--- src/rtl/query_row_double_buffer.sv ---
// Ping-pong query row buffer: one bank fills from the sender while the other is read.
// Define QRDB_STATUS_EN to expose the wr_bank_o / wr_count / rd_valid status outputs.
module query_row_double_buffer #(
   parameter int DATA_WIDTH = 11,
   parameter int ADDR_WIDTH = 7,
   parameter int DEPTH      = 128
) (
   input  logic                  clk,
   input  logic                  rst_n,
   input  logic                  fsm_enable,
   input  logic                  sender_enable,
   input  logic [DATA_WIDTH-1:0] sender_data,
   input  logic                  ren,
   input  logic [ADDR_WIDTH-1:0] radr,
   output logic [DATA_WIDTH-1:0] receiver_data
`ifdef QRDB_STATUS_EN
   ,
   output logic                  wr_bank_o,
   output logic [ADDR_WIDTH-1:0] wr_count,
   output logic                  rd_valid
`endif
);

   localparam logic [ADDR_WIDTH-1:0] LAST_ADDR = ADDR_WIDTH'(DEPTH - 1);
   localparam logic [ADDR_WIDTH:0]   DEPTH_EXT = (ADDR_WIDTH + 1)'(DEPTH);

   logic [DATA_WIDTH-1:0] bank0 [DEPTH];
   logic [DATA_WIDTH-1:0] bank1 [DEPTH];

   logic                  wr_bank;
   logic [ADDR_WIDTH-1:0] wr_addr;
   logic                  wr_en;
   logic                  wr_last;
   logic                  radr_oob;

   always_comb begin
      wr_en    = fsm_enable & sender_enable;
      wr_last  = (wr_addr == LAST_ADDR);
      radr_oob = ({1'b0, radr} >= DEPTH_EXT);
   end

   always_ff @(posedge clk or negedge rst_n) begin
      if (!rst_n) begin
         wr_addr <= '0;
         wr_bank <= 1'b0;
      end else if (wr_en) begin
         if (wr_last) begin
            wr_addr <= '0;
            wr_bank <= ~wr_bank;
         end else begin
            wr_addr <= wr_addr + ADDR_WIDTH'(1);
         end
      end
   end

   // Memory arrays carry no reset so they map onto plain RAM.
   always_ff @(posedge clk) begin
      if (wr_en) begin
         if (wr_bank) begin
            bank1[wr_addr] <= sender_data;
         end else begin
            bank0[wr_addr] <= sender_data;
         end
      end
   end

   // Read bank is the one not being written; sampling the pre-edge wr_bank
   // makes a coincident swap take effect only from the following edge.
   always_ff @(posedge clk or negedge rst_n) begin
      if (!rst_n) begin
         receiver_data <= '0;
      end else if (ren) begin
         if (radr_oob) begin
            receiver_data <= '0;
         end else if (wr_bank) begin
            receiver_data <= bank0[radr];
         end else begin
            receiver_data <= bank1[radr];
         end
      end
   end

`ifdef QRDB_STATUS_EN
   always_ff @(posedge clk or negedge rst_n) begin
      if (!rst_n) begin
         rd_valid <= 1'b0;
      end else if (wr_en && wr_last) begin
         rd_valid <= 1'b1;
      end
   end

   always_comb begin
      wr_bank_o = wr_bank;
      wr_count  = wr_addr;
   end
`endif

endmodule

--- config.mk ---
export PLATFORM = sky130hd
export DESIGN_NAME = query_row_double_buffer
export DESIGN_NICKNAME = d
export VERILOG_FILES = /design/src/rtl/query_row_double_buffer.sv
export SDC_FILE = /design/constraint.sdc
export NUM_CORES = 2
export LEC_CHECK = 0
export ABC_AREA = 1
export BUFFER_PORTS_ARGS = -buffer_cell sky130_fd_sc_hd__buf_2
export CAP_MARGIN = 20
export CORE_ASPECT_RATIO = 1.75
export CORE_UTILIZATION = 51
export CTS_CLUSTER_DIAMETER = 100
export DETAILED_ROUTE_END_ITERATION = 8
export PLACE_DENSITY = 0.66
export SLEW_MARGIN = 0
export SYNTH_ARGS = -nofsm -noshare
export SYNTH_HDL_FRONTEND = slang
export SYNTH_SLANG_ARGS = --single-unit
--- constraint.sdc ---
create_clock -name clk -period 2.95 [get_ports clk]
set_input_delay 0.295 -clock clk [delete_from_list [all_inputs] [get_ports clk]]
set_output_delay 0.295 -clock clk [all_outputs]
set_load 0.01 [all_outputs]
== Yosys cells after proc, flatten, opt, wreduce, memory -nomap -nowiden ==
Memory sizes are Yosys's and may differ from the RTL's.
Index checks and enable logic that the tools add are counted.
Storage, ports and cells
  register bits: 19
  bits in latches: 0
  memory bits (writable): 2816
  bits in read-only memories: 0
  input port bits: 23
  output and inout bits: 11
  memories kept: 2
Memories
  bank0: words 128, bits a word 11, rd ports 1, clocked after Yosys merged registers in 0, write ports 1, line 27  | logic [DATA_WIDTH-1:0] bank0 [DEPTH];
  bank1: words 128, bits a word 11, rd ports 1, clocked after Yosys merged registers in 0, write ports 1, line 28  | logic [DATA_WIDTH-1:0] bank1 [DEPTH];
Cells by class
  $add $sub $neg: 1
  $mul: 0
  div/mod/pow operators: 0
  magnitude comparators: 0
  eq/ne operators: 1
  shift-type cells: 0
  multiplexer cells: 8
  bitwise gates (word level): 2
  reduce and logical (&&, ||, !) cells: 1
Operators by type and width (number)
  $mux W11: 1
  $add A7 B1 Y7 const B: 1
  $eq A7 B7 Y1 const B: 1
  $mux W7: 1
  $mux W1: 6
  $reduce_and A2 Y1: 1
  $and A1 B1 Y1: 1
  $not A1 Y1: 1

== Longest topological paths before layout ==
  word-level depth: 3
  gate-level depth with buffers: 15
  depth with buffers taken out: 11

== Worst setup path before layout ==
OpenSTA, ideal clock, no wires.
  kind: register -> register
  from: register wr_addr[0]
  to: memory bank1[39][0] (enable)
  library setup time: 0.393 ns
  arrival: 1.998 ns
  path slack: 0.559 ns
  cell stages (with the launch flop): 6
  path buffers: 1
  period minus slack after synthesis: 2.391 ns
  path through: dfrtp_1 > inv_1 > nor2_2 > inv_1 > clkbuf_1 > nor3_1
RTL lines
  from (decl): line 31  | logic [ADDR_WIDTH-1:0] wr_addr;
  from (signal assigned): line 51  | wr_addr <= wr_addr + ADDR_WIDTH'(1);
  to (decl): line 28
No word-level cell before the write port.

== Worst setup path in the final report ==
  from: register wr_addr[2]
  to: memory bank0[29][2] (enable)
RTL lines (line)
  to (decl): 27
No word-level cell before the write port.

==> impl.org <==
** Outcome
- The run finished with clean final reports.

** Synthesis
- Fraction of synthesized cell area in xor and xnor cells :: 0.0001517
- Number of flops mapped to enable cells by yosys :: 2816
- After synthesis the netlist holds a flip-flop and latch count of 2835.
- The post-synthesis compound-gate area fraction is 0.0003685.
- Number of instances in the synthesized netlist :: 9594
- After synthesis, the share of cell area in mux cells is 0.
- Averaged over all synthesized cells, the footprint is 12.03 um^2.
- Among all flip-flop cells after synthesis, the most frequent one is edfxtp_1.
- The number of nets in the synthesized netlist is 9618.
- Part of the Yosys area used for sequential elements :: 0.7367
- Dominant combinational cell family by area after synthesis :: simple AND/OR/NAND/NOR gates
- Synthesis instantiated 24 different standard cells from the library.
- Of the total synthesized cell area, the portion taken by full adders, half adders and majority gates is 0.0001084.
- Count of yosys warnings during synthesis :: 0
- The cell area that synthesis handed to floorplanning was 115400 um^2.
- Of all flip-flops after synthesis, the portion carrying an async set or reset was 0.006702.
- Of the total synthesized cell area, the portion taken by AND, OR, NAND and NOR gates is 0.2278.

** Setup path
- For the worst setup path, the data required time is 3560 ps.
- The slowest stage of the critical path is the nor3_1 cell.
- STA classifies the critical path endpoint as a register.
- Traced cell by cell, the critical path runs through inv_1, nor3_2, buf_12, inv_1, nor3_1, buf_4.
- Among the stages of the critical path, the cell type that occurs most often is inv_1.
- Counting both buffers and inverters, the worst setup path holds a total of 4.
- For the worst flop-to-flop path, the logic depth is 6.
- Maximum fanout count along the critical path :: 8
- Arrival time of the worst setup path :: 3370 ps
- Top cell family by delay on the critical path :: simple AND/OR/NAND/NOR gates
- Largest stage delay on the critical path :: 740 ps
- The critical path is of the register to register type.
- Worst Setup Start Kind :: register
- In this run the number of cells on the critical path is 6.

** Clock network
- Number of sinks driven by the clock tree :: 2835
- Clock latency on the worst-skew pair :: 920 ps
- CTS Buf Count :: 237
- Clock tree synthesis selected as its root buffer the cell clkbuf_16.
- After clock tree synthesis, the clock-pin slew on the worst setup and hold paths is 70 ps.
- TritonCTS built the clock tree.
- Post-CTS setup buffers :: 0
- Depth of the CTS H-tree :: 4
- The clock passes through at most 4 buffers.
- After clock tree synthesis, the flow added hold-fix buffers numbering 14.
- Post-CTS sizing :: 0

** Floorplanning
- Die height :: 631.4 um
- 34 I/O pins were placed.
- The floorplan step defined a die boundary enclosing 228300 um^2.
- Area of the core region :: 224800 um^2
- The floorplan has 230 rows.
- Starting density of the core :: 0.5136
- Width of the die :: 361.6 um

** Power and ir drop
- Total Power :: 83.72 mW
- For this design the static power due to leakage is 45.34 nW.
- Ratio of total power to cell area :: 647.7 nW/um^2
- VDD sags by at most 0.5356 mV.
- The analysis attributes to net switching a power of 20.35 mW.
- Sequential cell fraction of total power :: 0.534
- The share of total power dissipated in the clock network is 0.371.
- Of the total power, combinational logic draws 0.094.
- Switch share :: 0.2430
- Internal power of the cells :: 63.37 mW

** Hold path
- Number of cells traversed by the worst hold path :: 4
- Path type of the worst min-delay path :: input pin to register

** Global route
- For this run the aggregate overflow at the end of global routing stands at 0.
- The via count of the first global-routing pass came to 74695.
- The first global-routing pass estimated 492.2 mm of wire.
- For this run, the total global-route usage over all layers was measured as 0.2931.
- Largest net degree at the start of global routing :: 188
- The number of antenna violations at the first check in global routing came to 6.

** Final layout
- At the end of the flow, the number of nets in the layout was 9833.
- Relative to the synthesized area, the layout overhead comes to 11.98%.
- Fillers :: 17932
- Ratio of cells with drive above 1 in the final layout :: 0.09910
- Final design instance area without fill :: 129300 um^2

** STA
- Setup repair after global routing left no endpoint under its margin.
- Number of hold-slack violations in the final timing report :: 0
- Least-Margin Pin Slew :: 1192 ps
- The final number of max-transition violations is 0.
- Adding up every negative setup slack in the final design gives 0 ps.
- Setup violations remaining at the end of the flow were counted as 0.
- The worst pin sits at a relative slew slack of 0.2054.
- Peak clock frequency supported by timing :: 362.1 MHz
- Portion of the clock cycle consumed by the worst path in the final layout :: 0.9362
- Tmin final :: 2762 ps
- Setup Skew :: 49.89 ps

** Place
- At the end of routability-driven placement, the weighted congestion stood at 0.9142.
- Count of input and output buffers :: 33
- After detailed placement, the total cell area comes to 121500 um^2.
- Half-perimeter wire length of the detailed placement result :: 210.8 mm

** Route
- DRC violations left :: 0
- Violation count after the first detailed-route iteration :: 9023
- DR vias/cell :: 5.924
- Before antenna repair, the detailed router went through 9 iterations.
- Wire length per cell after detailed routing :: 25.89 um
- Summed over all layers, the routed wires come to 337.0 mm.
- Once detail routing completed, the nets flagged for antenna violations numbered 0.
- The routed layout has 77117 vias.

** Run
- Max-cap violations in this run came to 0.
## state kept, by name, summed over array words and instances (netlist names)
name	cells
bank1	1408
receiver_data	11
wr_bank	1
bank0	1408
wr_addr	7
## area by class of cell
| class | count | area, um^2 | area share |
|---|---|---|---|
| flip-flops and latches | 2835 | 85040 | 0.6579 |
| multi-input cells | 6060 | 26540 | 0.2053 |
| clock buffers | 292 | 6274 | 0.04853 |
| repair buffers | 636 | 6243 | 0.04830 |
| well taps | 3016 | 3774 | 0.02919 |
| clock inverters | 138 | 1199 | 0.009273 |
| inverters | 39 | 193.9 | 0.001500 |
| diodes | 2 | 5.005 | 0.00003872 |
## kinds of logic (layout without fill, tap and decap cells)
| group | after synthesis | count (layout) |
|---|---|---|
| AOI/OAI and AO/OA | 8 | 8 |
| and+or+nand+nor | 6049 | 6049 |
| DFF | 2835 | 2835 |
| xor gates and xnor gates | 2 | 2 |
| buffers and inverters | 699 | 1105 |
| adders and majority gates | 1 | 1 |
| other | 0 | 2 |
## placed cells by master (no fill, tap or decap)
cell type / netlist / routed
o21ai_0: 4 / 4
clkinv_16: 0 / 1
edfxtp_1: 2816 / 2816
buf_2: 315 / 17
nand4_1: 1 / 1
clkinv_1: 2 / 53
buf_6: 91 / 5
clkinv_4: 0 / 1
xor2_1: 2 / 2
buf_12: 1 / 107
bufinv_16: 0 / 21
buf_8: 2 / 15
clkbuf_16: 0 / 242
inv_8: 0 / 3
nand2_4: 0 / 2
inv_6: 1 / 5
buf_4: 76 / 477
inv_1: 34 / 33
ha_1: 1 / 1
diode_2: 0 / 2
nor3_1: 60 / 31
dlygate4sd3_1: 0 / 14
nor3_2: 0 / 29
o211ai_1: 1 / 1
clkinv_2: 0 / 51
nor2_2: 1 / 1
clkinvlp_4: 0 / 9
nand2_1: 2953 / 2951
nor2_4: 0 / 1
dfrtp_1: 19 / 19
nor2_1: 228 / 227
a21oi_1: 3 / 3
clkbuf_8: 0 / 4
clkbuf_1: 130 / 47
nand3_1: 2806 / 2806
## worst min-delay path: stages
cell     delay (ps)
buf_2           100
nand2_1         360
nor3_1          130
nor2_1          100
## worst paths after layout
check                           slack (ps)                         start                      endpoint
max in group asynchronous             2090                         rst_n  receiver_data[6]$_DFFE_PN0P_
worst min register to register         480  receiver_data[7]$_DFFE_PN0P_  receiver_data[7]$_DFFE_PN0P_
worst min-delay path                   150                 sender_enable        wr_addr[2]$_DFFE_PN0P_
worst max-delay path                   190        wr_addr[2]$_DFFE_PN0P_        bank0[29][2]$_DFFE_PP_
worst max register to register         190        wr_addr[2]$_DFFE_PN0P_        bank0[29][2]$_DFFE_PP_
min in group asynchronous              450                         rst_n        wr_addr[0]$_DFFE_PN0P_
## cell usage after synthesis (3+ instances only)
master	number	area, um^2
buf_4	76	570.6
a21oi_1	3	15.01
nand3_1	2806	14040
nor2_1	228	855.8
dfrtp_1	19	475.5
buf_2	315	1577
buf_1	45	168.9
nand2_1	2953	11080
edfxtp_1	2816	84560
buf_6	91	1025
nor3_1	60	300.3
inv_1	34	127.6
o21ai_0	4	20.02
clkbuf_1	130	488.0
## routing by layer
| layer | GRT usage | up-vias | share of wire |
|---|---|---|---|
| li1 | - | 34545 | - |
| met1 | 0.3481 | 37948 | 0.34 |
| met2 | 0.4922 | 3732 | 0.49 |
| met3 | 0.03615 | 886 | 0.076 |
| met4 | 0.2144 | 6 | 0.085 |
| met5 | 0 | - | 0.00012 |
## power groups by stage
stage	logic, mW	registers [mW]	clock network, mW
floorplan	3.53	45.6	0
global placement	7.65	45.6	0
detailed placement	7.74	45.6	0
CTS	7.78	44.7	31.3
global route	8.25	44.7	32.7
finish	7.90	44.7	31.1
## metrics by stage
step | hold slack [ps] | cells | setup slack (ps) | utilization
6_report | 151.2 | 13018 | 188.2 | 0.5751
5_1_grt | 150.0 | 13017 | 121.9 | 0.5751
4_1_cts | 100.6 | 13006 | 245.1 | 0.5746
3_5_place_dp | 289.5 | 12562 | 13.44 | 0.5408
3_3_place_gp | 287.1 | 12561 | -11.96 | 0.5407
2_1_floorplan | -0.5911 | 9594 | 558.7 | -
Power figures use the tool's default switching activity.
